$ cat src/rtl/ldm_stm_seq.sv
// LDM/STM block-transfer sequencer: walks a register list low-to-high, issuing one
// memory request and one register-file access per listed register, with optional base writeback.
module ldm_stm_seq #(
  parameter int unsigned AW = 32,
  parameter int unsigned DW = 32
) (
  input  logic          clk,
  input  logic          rst_n,
  input  logic          start_i,
  input  logic          is_load_i,
  input  logic [15:0]   reg_list_i,
  input  logic [AW-1:0] base_addr_i,
  input  logic [3:0]    rn_i,
  input  logic          incr_i,
  input  logic          before_i,
  input  logic          wback_i,
  output logic          busy_o,
  output logic          done_o,
  output logic          err_o,
  output logic [3:0]    rf_r_addr_o,
  input  logic [DW-1:0] rf_r_data_i,
  output logic          rf_write_reg_o,
  output logic [3:0]    rf_w_addr_o,
  output logic [DW-1:0] rf_w_data_o,
  output logic          rf_write_pc_o,
  output logic [DW-1:0] rf_pc_data_o,
  output logic          mem_req_o,
  output logic          mem_we_o,
  output logic [AW-1:0] mem_addr_o,
  output logic [DW-1:0] mem_wdata_o,
  input  logic          mem_ack_i,
  input  logic [DW-1:0] mem_rdata_i
);

  localparam int unsigned NREG = 16;
  localparam int unsigned CW   = 5;
  localparam int unsigned RW   = 4;

  typedef enum logic [2:0] {
    S_IDLE  = 3'd0,
    S_SETUP = 3'd1,
    S_XFER  = 3'd2,
    S_WB    = 3'd3,
    S_DONE  = 3'd4
  } state_e;

  state_e             state_q, state_d;
  logic               load_q, load_d;
  logic               incr_q, incr_d;
  logic               before_q, before_d;
  logic               wback_q, wback_d;
  logic [NREG-1:0]    list_q, list_d;
  logic [NREG-1:0]    rem_q, rem_d;
  logic [AW-1:0]      base_q, base_d;
  logic [RW-1:0]      rn_q, rn_d;
  logic [AW-1:0]      addr_q, addr_d;
  logic [AW-1:0]      final_q, final_d;
  logic               empty_q, empty_d;
  logic               done_q, done_d;
  logic               err_q, err_d;

  logic [CW-1:0]      cnt_c;
  logic [RW-1:0]      cur_c;
  logic [AW-1:0]      span_c;

  // Number of registers in the latched list
  always_comb begin
    cnt_c = '0;
    for (int i = 0; i < int'(NREG); i++) begin
      cnt_c = cnt_c + CW'(list_q[i]);
    end
  end

  // Lowest register still pending
  always_comb begin
    cur_c = '0;
    for (int i = int'(NREG) - 1; i >= 0; i--) begin
      if (rem_q[i]) cur_c = RW'(i);
    end
  end

  assign span_c = AW'(cnt_c) << 2;

  always_ff @(posedge clk or negedge rst_n) begin
    if (!rst_n) begin
      state_q  <= S_IDLE;
      load_q   <= 1'b0;
      incr_q   <= 1'b0;
      before_q <= 1'b0;
      wback_q  <= 1'b0;
      list_q   <= '0;
      rem_q    <= '0;
      base_q   <= '0;
      rn_q     <= '0;
      addr_q   <= '0;
      final_q  <= '0;
      empty_q  <= 1'b0;
      done_q   <= 1'b0;
      err_q    <= 1'b0;
    end else begin
      state_q  <= state_d;
      load_q   <= load_d;
      incr_q   <= incr_d;
      before_q <= before_d;
      wback_q  <= wback_d;
      list_q   <= list_d;
      rem_q    <= rem_d;
      base_q   <= base_d;
      rn_q     <= rn_d;
      addr_q   <= addr_d;
      final_q  <= final_d;
      empty_q  <= empty_d;
      done_q   <= done_d;
      err_q    <= err_d;
    end
  end

  always_comb begin
    state_d        = state_q;
    load_d         = load_q;
    incr_d         = incr_q;
    before_d       = before_q;
    wback_d        = wback_q;
    list_d         = list_q;
    rem_d          = rem_q;
    base_d         = base_q;
    rn_d           = rn_q;
    addr_d         = addr_q;
    final_d        = final_q;
    empty_d        = empty_q;
    done_d         = 1'b0;
    err_d          = 1'b0;
    busy_o         = (state_q != S_IDLE);
    rf_r_addr_o    = '0;
    rf_write_reg_o = 1'b0;
    rf_w_addr_o    = '0;
    rf_w_data_o    = '0;
    rf_write_pc_o  = 1'b0;
    rf_pc_data_o   = '0;
    mem_req_o      = 1'b0;
    mem_we_o       = 1'b0;
    mem_addr_o     = '0;
    mem_wdata_o    = '0;

    unique case (state_q)
      S_IDLE: begin
        if (start_i) begin
          load_d   = is_load_i;
          incr_d   = incr_i;
          before_d = before_i;
          wback_d  = wback_i;
          list_d   = reg_list_i;
          rem_d    = reg_list_i;
          base_d   = base_addr_i;
          rn_d     = rn_i;
          state_d  = S_SETUP;
        end
      end

      // Transfers always ascend, so decrementing modes start at the bottom of the block
      S_SETUP: begin
        final_d = incr_q ? (base_q + span_c) : (base_q - span_c);
        if (incr_q) begin
          addr_d = before_q ? (base_q + AW'(4)) : base_q;
        end else begin
          addr_d = before_q ? (base_q - span_c) : (base_q - span_c + AW'(4));
        end
        empty_d = (cnt_c == '0);
        state_d = (cnt_c == '0) ? S_DONE : S_XFER;
      end

      S_XFER: begin
        mem_req_o  = 1'b1;
        mem_we_o   = !load_q;
        mem_addr_o = addr_q;
        if (!load_q) begin
          rf_r_addr_o = cur_c;
          mem_wdata_o = rf_r_data_i;
        end
        if (mem_ack_i) begin
          if (load_q) begin
            if (cur_c == RW'(15)) begin
              rf_write_pc_o = 1'b1;
              rf_pc_data_o  = mem_rdata_i;
            end else begin
              rf_write_reg_o = 1'b1;
              rf_w_addr_o    = cur_c;
              rf_w_data_o    = mem_rdata_i;
            end
          end
          rem_d  = rem_q & ~(NREG'(1) << cur_c);
          addr_d = addr_q + AW'(4);
          // A loaded base register takes precedence over the writeback value
          if (rem_d == '0) begin
            state_d = (wback_q && !(load_q && list_q[rn_q])) ? S_WB : S_DONE;
          end
        end
      end

      S_WB: begin
        if (rn_q == RW'(15)) begin
          rf_write_pc_o = 1'b1;
          rf_pc_data_o  = DW'(final_q);
        end else begin
          rf_write_reg_o = 1'b1;
          rf_w_addr_o    = rn_q;
          rf_w_data_o    = DW'(final_q);
        end
        state_d = S_DONE;
      end

      S_DONE: begin
        done_d  = 1'b1;
        err_d   = empty_q;
        state_d = S_IDLE;
      end

      default: state_d = S_IDLE;
    endcase
  end

  assign done_o = done_q;
  assign err_o  = err_q;

endmodule

$ cat config.mk
export PLATFORM = sky130hd
export DESIGN_NAME = ldm_stm_seq
export DESIGN_NICKNAME = d
export VERILOG_FILES = /design/src/rtl/ldm_stm_seq.sv
export SDC_FILE = /design/constraint.sdc
export NUM_CORES = 1
export LEC_CHECK = 0
export ABC_AREA = 1
export BUFFER_PORTS_ARGS = -buffer_cell sky130_fd_sc_hd__buf_2
export CELL_PAD_IN_SITES_DETAIL_PLACEMENT = 1
export CELL_PAD_IN_SITES_GLOBAL_PLACEMENT = 1
export CORE_UTILIZATION = 39
export DETAILED_ROUTE_END_ITERATION = 16
export GPL_ROUTABILITY_DRIVEN = 0
export PLACE_DENSITY = 0.79
export SYNTH_ARGS = -nofsm -noshare
export SYNTH_HDL_FRONTEND = slang
export SYNTH_SLANG_ARGS = --single-unit
$ cat constraint.sdc
create_clock -name clk -period 6.7 [get_ports clk]
set_input_delay 0 -clock clk [delete_from_list [all_inputs] [get_ports clk]]
set_output_delay 0 -clock clk [all_outputs]
set_load 0.01 [all_outputs]
# After elaboration in Yosys (flattened, before gate mapping)
# Cells that the tools add are included.
# Widths: inputs -> output; s select.
totals:
  register_bits: 142
op_classes:
  add_sub_neg: 20
  magnitude_cmp: 1
  eq_ne: 9
  n_shift: 1
  n_mux: 67
  n_bitwise: 2
  n_reduce_logical: 14
ops:
  columns: ["op", "count"]
  rows:
  - ["$mux 32", 16]
  - ["$pmux 32 s2", 3]
  - ["$add 32x3->32 const B", 3]
  - ["$mux 4", 22]
  - ["$add 5x1->5", 11]
  - ["$add 32x7->32", 1]
  - ["$mux 16", 2]
  - ["$pmux 16 s2", 1]
  - ["$sub 32x7->32", 1]
  - ["$and 16x16->16", 1]
  - ["$logic_not 16->1", 1]
  - ["$not 16->16", 1]
  - ["$shl 1x4->16 const A", 1]
  - ["$mux 3", 5]
  - ["$mux 1", 13]
  - ["$pmux 3 s4", 1]
  - ["$eq 4x4->1 const B", 2]
  - ["$pmux 4 s2", 1]
  - ["$eq 3x2->1 const B", 2]
  - ["$ne 2x2->1 const B", 3]
  - ["$reduce_and 3->1", 2]
  - ["$add 4x1->5", 1]
  - ["$logic_not 5->1", 1]
  - ["$lt 4x5->1 const B", 1]
  - ["13 further kinds", 18]

# Logic depth before layout (Yosys ltp)
# Gate-level depths: netlist (run 1).
depth:
  ltp_word: 23
  ltp_mapped: 36

# Worst setup path before layout (run 1)
# No wires, ideal clock.
synth_path:
  path_kind: "reg-to-reg"
  startpoint: "register list_q[0]"
  endpoint: "register addr_q[31]"
  arrival_ns: 5.228
  t_required_ns: 6.579
  setup_slack_ns: 1.351
  path_stages_with_launch: 30
  cell_sequence: "dfrtp_1 > inv_1 > fa_1 > fa_1 > fa_1 > fa_1 > inv_1 > ha_1 > a21oi_1 > o21bai_1 > xor2_1 > inv_1 > ha_1 > inv_2 > a21oi_4 > nand2_2 > a21oi_4 > nand2_1 > nor2_2 > nand2_1 > xor2_1 > nand2_1 > nor3_2 > nand3_1 > nand2_1 > nand2_1 > nand2_1 > nand3_1 > nand2_1 > a21oi_1"
synth_between:
  elab_chain_len: 20
synth_lines:
  columns: ["element", "line_no", "source"]
  rows:
  - ["start, declared", "52", "logic [NREG-1:0] list_q, list_d;"]
  - ["start signal, assigned", "106", "list_q <= list_d;"]
  - ["$add 1x1->2 *", "70", "cnt_c = cnt_c + CW'(list_q[i]);"]
  - ["$add 2x1->3 *", "70", null]
  - ["$add 3x1->4 *", "70", null]
  - ["$add 4x1->5 *", "70", null]
  - ["$add 5x1->5 * (11 in series)", "70", null]
  - ["$sub 32x7->32 *", "166", "addr_d = before_q ? (base_q - span_c) : (base_q - span_c + AW'(4));"]
  - ["$add 32x3->32", "166", null]
  - ["$mux 32 *", "166", null]
  - ["$mux 32 *", "163", "if (incr_q) begin"]
  - ["$pmux 32 s2 *", "145", "unique case (state_q)"]
  - ["end signal, assigned", "110", "addr_q <= addr_d;"]
  - ["end, declared", "56", "logic [AW-1:0] addr_q, addr_d;"]
# Every way passes the cells marked *; elsewhere a longest branch is shown, timed or not.
# A chain may end at the register's enable or synchronous reset.

# Final worst setup path (run 1)
layout_path:
  startpoint: "register list_q[5]"
  endpoint: "register final_q[22]"
layout_between:
  elab_chain_len: 13
  elab_cells_between_ends: 14
  classes_between: "13 x add/sub; 1 x mux"
layout_lines:
  columns: ["element", "line_no", "source"]
  rows:
  - ["$add 5x1->5 * (11 in series)", "70", null]
  - ["$sub 32x7->32 / $add 32x7->32 (equally long branches)", "162", "final_d = incr_q ? (base_q + span_c) : (base_q - span_c);"]
  - ["$mux 32 *", "162", null]
  - ["end signal, assigned", "111", "final_q <= final_d;"]
  - ["end, declared", "57", "logic [AW-1:0] final_q, final_d;"]
# Marked as above.

==> results of run 1 <==
[critical path: cells and delay by family (launching register included)]
kind,cells,cell delay (ps)
xor gates and xnor gates,1,180
buffers and inverters,8,740
DFF,1,330
AOI/OAI and AO/OA,8,1420
and+or+nand+nor,5,880
adders and majority gates,6,2750
[per-stage QoR]
step	hold WS (ps)	util [%]
floorplan	-296	-
global placement	116	44.9
detailed placement	124	44.9
CTS	62.9	48.7
global route	86.6	48.8
finish	64.8	48.8
[cell usage in the layout (no fill, tap or decap), types with 6 or more instances in the layout]
cell type and instances:
ha_1 19, a31oi_1 9, nand2_1 415, xor2_1 38
a21oi_1 63, o21bai_1 6, nor2_2 13, nand2_2 8
inv_1 290, nor3_1 34, fa_1 12, clkbuf_16 17
buf_4 12, nor4_1 12, dfrtp_1 142, o211ai_1 23
nor2_1 231, inv_2 6, nand4_1 38, nand3_1 104
o22ai_1 83, xor2_2 6, dlygate4sd3_1 58, nor3_2 8
a22oi_1 6, buf_2 265, o21ai_0 197
[cell type report]
| class | count | share of cell area (%) |
|---|---|---|
| Antenna cell | 2 | 0.0335 |
| Clock buffer | 18 | 2.94 |
| Sequential cell | 142 | 23.8 |
| Clock inverter | 14 | 0.889 |
| Multi-Input combinational cell | 1375 | 48.0 |
| Tap cell | 396 | 3.32 |
| Timing Repair Buffer | 336 | 13.5 |
| Inverter | 300 | 7.56 |
[cell families after synthesis]
logic type / synth area share, %
buf+inv: 12.2
xor+xnor: 3.62
simple gates: 31.5
flops: 29.2
fa+ha+maj: 3.93
compound gates: 19.5
[per-layer routing]
metal / GRT usage (%) / up-vias
li1: - / 6750
met1: 48.4 / 7195
met5: 0 / -
met2: 51.7 / 704
met4: 14.6 / 0
met3: 5.75 / 134
[timing repair]
action | in CTS | in global routing
hold buffers | 58 | 0
resized for setup | 0 | 2
endpoints found under the hold margin | 153 | 0
endpoints found under the setup margin | 0 | 3
[flip-flops by register name, indices dropped and copies added, names as in the netlist]
name,flops
done_o,1
wback_q,1
rem_q,16
rn_q,4
empty_q,1
state_q,3
base_q,32
addr_q,32
before_q,1
load_q,1
err_o,1
list_q,16
incr_q,1
final_q,32
[Yosys cell counts (all sizes together)]
library cell	n	area, um^2
nor4	14	100
clkbuf	65	244
nand4	38	238
o22ai	83	519
o311ai	2	17.5
a21o	1	7.51
fa	12	240
a211oi	2	15.0
dfrtp	142	3550
or4	1	7.51
a21oi	69	383
ha	19	238
a22oi	7	57.6
o21ai	201	1010
a32oi	2	17.5
o21bai	6	45.0
a31oi	9	56.3
nand3b	2	15.0
nor3	43	267
a221oi	1	8.76
o2111ai	2	17.5
nand2	425	1620
buf	24	114
inv	296	1110
xor2	44	423
nor3b	1	7.51
clkinv	4	16.3
o31ai	3	22.5
o211ai	23	173
or2	4	25.0
xnor2	2	17.5
o221ai	1	8.76
nor2	250	1000
a31o	2	17.5
nand3	106	541
[how the worst min path moves through the flow]
stage / from / endpoint / slack, ps
3_5_place_dp: rst_n / rem_q[1] / 120
2_1_floorplan: rst_n / addr_q[0] / -300
6_report: start_i / state_q[1] / 60
5_1_grt: start_i / state_q[1] / 90
4_1_cts: start_i / state_q[1] / 60
3_3_place_gp: rst_n / rem_q[1] / 120
==> summary.md, run 1 <==
| Metric | Value |
|---|---|
| Fmax | `~0.16 GHz` |
| Syn Area/Cell | `6.38 um^2` |
| Vias in the first global route | `approximately 14000` |
| Drt drc | `0` |
| Clock Skews | `about 14 ps` |
| Clk sink count | `roughly 140` |
| Fin cells | `2583` |
| Outcome | `complete, no violations` |
| Vias per inst | `around 5.7` |
| Global route total overflow | `0` |
| Die Y-Extent | `179 um` |
| Multi-input logic area | `7160 um^2` |
| YS warnings | `0` |
| Min Tclk post-route | `around 6400 ps` |
| Post-route cell area | `14900 um^2` |
| Post-synthesis cell type count | `53` |
| First-pass GRT wire length | `between 80000 and 90000 um` |
| Uppermost layer routed | `met4` |
| Critical path origin | `list_q[5]` |
| PortBufs | `266` |
| Largest net degree at the start of global routing | `approximately 110` |
| FP Rows | `between 60 and 70` |
| Period utilization | `95.2%` |
| DR WL met3 | `~4500 um` |
| RSZ-0062 raised after global routing | `no` |
| Final HPWL DP | `around 40000 um` |
| Hold path depth | `7` |
| Setup WS post-layout | `around 320 ps` |
| CP max stage cell | `fa_1` |
| HP Class | `input port to flop` |
| Final setup fails | `0` |
| Req. time, crit path | `7050 ps` |
| Setup bufs post-CTS | `0` |
| Drt first pass iters | `5` |
| Element type at the critical path end | `flop` |
| Worst path arrival time | `just under 7000 ps` |
| CTS root buffer | `clkbuf_16` |
| WL met1 | `about 24000 um` |
| Flop2flop setup slack | `320 ps` |
| Fill cell count | `between 4000 and 5000` |
| Sequential area share after synthesis | `between 20 and 30%` |
| Core area | `about 30000 um^2` |
| I/O pin cnt | `between 200 and 300` |
| Total number of vias | `14800` |
| Gate Count Post-Synth | `about 1900` |
| Max-slew violation count | `0` |
| CTS max path bufs | `2` |
| Placement Cell Area | `roughly 14000 um^2` |
| Layout cell share with drive strength beyond 1 | `between 10% and 20%` |
| Rel. slew slack | `~34%` |
| Worst Setup Start Kind | `flop` |
| Routed len/inst | `around 21 um` |
| # nets final | `2327` |
| Worst setup path endpoint | `final_q[22]` |
| Total Routing Usage GR | `between 30% and 40%` |
| Place WS | `about 340 ps` |
| Area grow syn2layout | `22.7%` |
| Antenna violations before repair | `3` |
| Die area | `roughly 32000 um^2` |
| Sequential Area | `about 3600 um^2` |
| Reg2Reg Launch Point | `list_q[5]` |
| Maxcap violations | `0` |
| Final Hold Fails | `0` |
| Critical Path Most Common Cell | `inv_1` |
| CTS tree | `yes` |
| Reg2Reg Depth | `28` |
| DR iter-0 viols | `about 1500` |
| Post-Place Cells | `around 2500` |
| Synthesized area | `approximately 12000 um^2` |
| DR WL met2 | `around 24000 um` |
| Register bit total from synthesis | `approximately 140` |
| R2R Path End | `final_q[22]` |
| Clk_lat worst skew | `450 ps` |
| Max FO, Critical Path | `6` |
| Die width | `about 180 um` |
| TNS Setup | `0 ps` |
| Routed Antenna Nets | `0` |
| Critical Path Max Stage Delay | `between 500 and 600 ps` |
| Total CTS buffers | `17` |
| Tightest Pin Transition | `993 ps` |
| Htree depth | `4` |
| CP Class | `flop to flop` |
| Routed WL | `around 55000 um` |
| Starting Density | `between 30% and 40%` |
| Post-Syn Nets | `slightly above 2000` |
| Worst-path clk slew | `about 70 ps` |
Power of run 1 is not shown: default switching activity piles up to over one toggle a cycle in this logic, so the estimate is an artifact.
==> inputs of run 2 (changes only) <==
Clock period 6.7 ns to 6.9 ns, I/O delays scaled along.
==> summary.md, run 2 (synthesized netlist as in run 1, its figures left out) <==
| Metric | Value |
|---|---|
| Largest regs | `addr_q (32), base_q (32), final_q (32)` |
| Rel. slew slack | `between 30 and 40%` |
| Core area | `roughly 31000 um^2` |
| Element type at the critical path end | `flop` |
| Die Y-Extent | `around 180 um` |
| Final setup fails | `0` |
| Starting Density | `between 30% and 40%` |
| Drt drc | `0` |
| Max FO, Critical Path | `5` |
| Final HPWL DP | `~41000 um` |
| PortBufs | `266` |
| CTS tree | `yes` |
| Die width | `roughly 180 um` |
| Drt first pass iters | `5` |
| RSZ-0062 raised after global routing | `no` |
| Fill cell count | `between 4000 and 5000` |
| Htree depth | `4` |
| Final Hold Fails | `0` |
| Fin cells | `2584` |
| Routed len/inst | `between 20 and 25 um` |
| Max-slew violation count | `0` |
| Post-Place Cells | `2491` |
| Tightest Pin Transition | `981 ps` |
| Total Routing Usage GR | `between 30% and 40%` |
| Clock Skews | `20.2 ps` |
| Maxcap violations | `0` |
| Worst Setup Start Kind | `flop` |
| Vias in the first global route | `between 10000 and 15000` |
| CP max stage cell | `fa_1` |
| Clk_lat worst skew | `460 ps` |
| Routed Antenna Nets | `0` |
| CTS Hold Buffers Added | `58` |
| First-pass GRT wire length | `around 83000 um` |
| Die area | `31900 um^2` |
| FP Rows | `between 60 and 70` |
| Min Tclk post-route | `6350 ps` |
| Vias per inst | `5.73` |
| Antenna violations before repair | `4` |
| Req. time, crit path | `slightly above 7000 ps` |
| Period utilization | `just over 90%` |
| Global route total overflow | `0` |
| Area grow syn2layout | `23.3%` |
| CTS root buffer | `clkbuf_16` |
| CTS max path bufs | `2` |
| Outcome | `complete, no violations` |
| Sequential Area | `3550 um^2` |
| PostCTS Resize Cnt | `0` |
| Clk sink count | `between 100 and 150` |
| # nets final | `between 2000 and 2500` |
| I/O pin cnt | `267` |
| Fmax | `between 0.15 and 0.2 GHz` |
| Final core utilization | `49.0%` |
| Total number of vias | `14800` |
| Setup bufs post-CTS | `0` |
| Worst-path clk slew | `approximately 70 ps` |
| Routed WL | `roughly 55000 um` |
| Largest net degree at the start of global routing | `about 110` |
| DR iter-0 viols | `about 1600` |
| Total CTS buffers | `17` |
| Worst path arrival time | `~6700 ps` |
| Multi-input logic area | `between 7000 and 8000 um^2` |
| Critical Path Most Common Cell | `inv_1` |
| Most frequent cells in the layout | `nand2_1, inv_1, buf_2, nor2_1, o21ai_0` |
| Most common cell after layout, fill and taps aside | `nand2_1` |
| Layout cell share with drive strength beyond 1 | `between 10% and 20%` |
| HP Class | `input port to flop` |
| CP Class | `flop to flop` |
| TNS Setup | `0 ps` |
| Critical Path Max Stage Delay | `about 570 ps` |
==> run 2: cell types whose count changed in the layout (fill, tap and decap cells not counted), sizes merged <==
cell	change
bufinv	+3
diode	+1
clkinvlp	-1
clkinv	-1
inv	-1
==> run 2: critical path: cells and delay by family, from the launching register on <==
kind                     cells  cell delay, ps
adder cells (fa/ha/maj)      7            3010
AND/OR/NAND/NOR              5            1070
AO/OA/AOI/OAI                6             950
buffers and inverters        8             720
flip-flops                   1             330
XOR/XNOR                     1             170
==> run 2: through the flow <==
| stage | hold slack (ps) | worst slack [ps] | area [um^2] |
|---|---|---|---|
| floorplan | -296 | 1550 | 12200 |
| global placement | 112 | 904 | 13700 |
| detailed placement | 118 | 731 | 13700 |
| CTS | 44.9 | 625 | 15000 |
| global route | 87.9 | 59.1 | 15000 |
| finish | 58.2 | 554 | 15000 |
==> run 2: final cells by class <==
type / count / share of cell area (%)
multi-input cells: 1375 / 47.7
flip-flops and latches: 142 / 23.7
repair buffers: 336 / 13.4
inverters: 300 / 7.52
well taps: 396 / 3.31
clock buffers: 18 / 2.93
clock inverters: 14 / 1.39
diodes: 3 / 0.0501
==> run 2: path summary, 6_finish.rpt <==
path	startpoint	end	slack, ps	cells past startpoint
worst max-delay path	list_q[5]	final_q[22]	550	27
worst min-delay path	start_i	list_q[13]	60	5
worst max register to register	list_q[5]	final_q[22]	550	27
worst min register to register	base_q[0]	base_q[0]	480	2
max in group asynchronous	rst_n	base_q[14]	5420	3
min in group asynchronous	rst_n	rem_q[1]	170	2
==> run 2: layer usage <==
metal,track usage (%),up-vias,part of all wire [%],wire (um)
met5,0,-,0.024,13
met4,11.8,2,3.2,1780
met3,6.03,126,8.8,4820
met2,53.4,738,45,24500
met1,48.3,7186,43,23700
li1,-,6761,-,-
Power of run 2 is left out for the same reason.
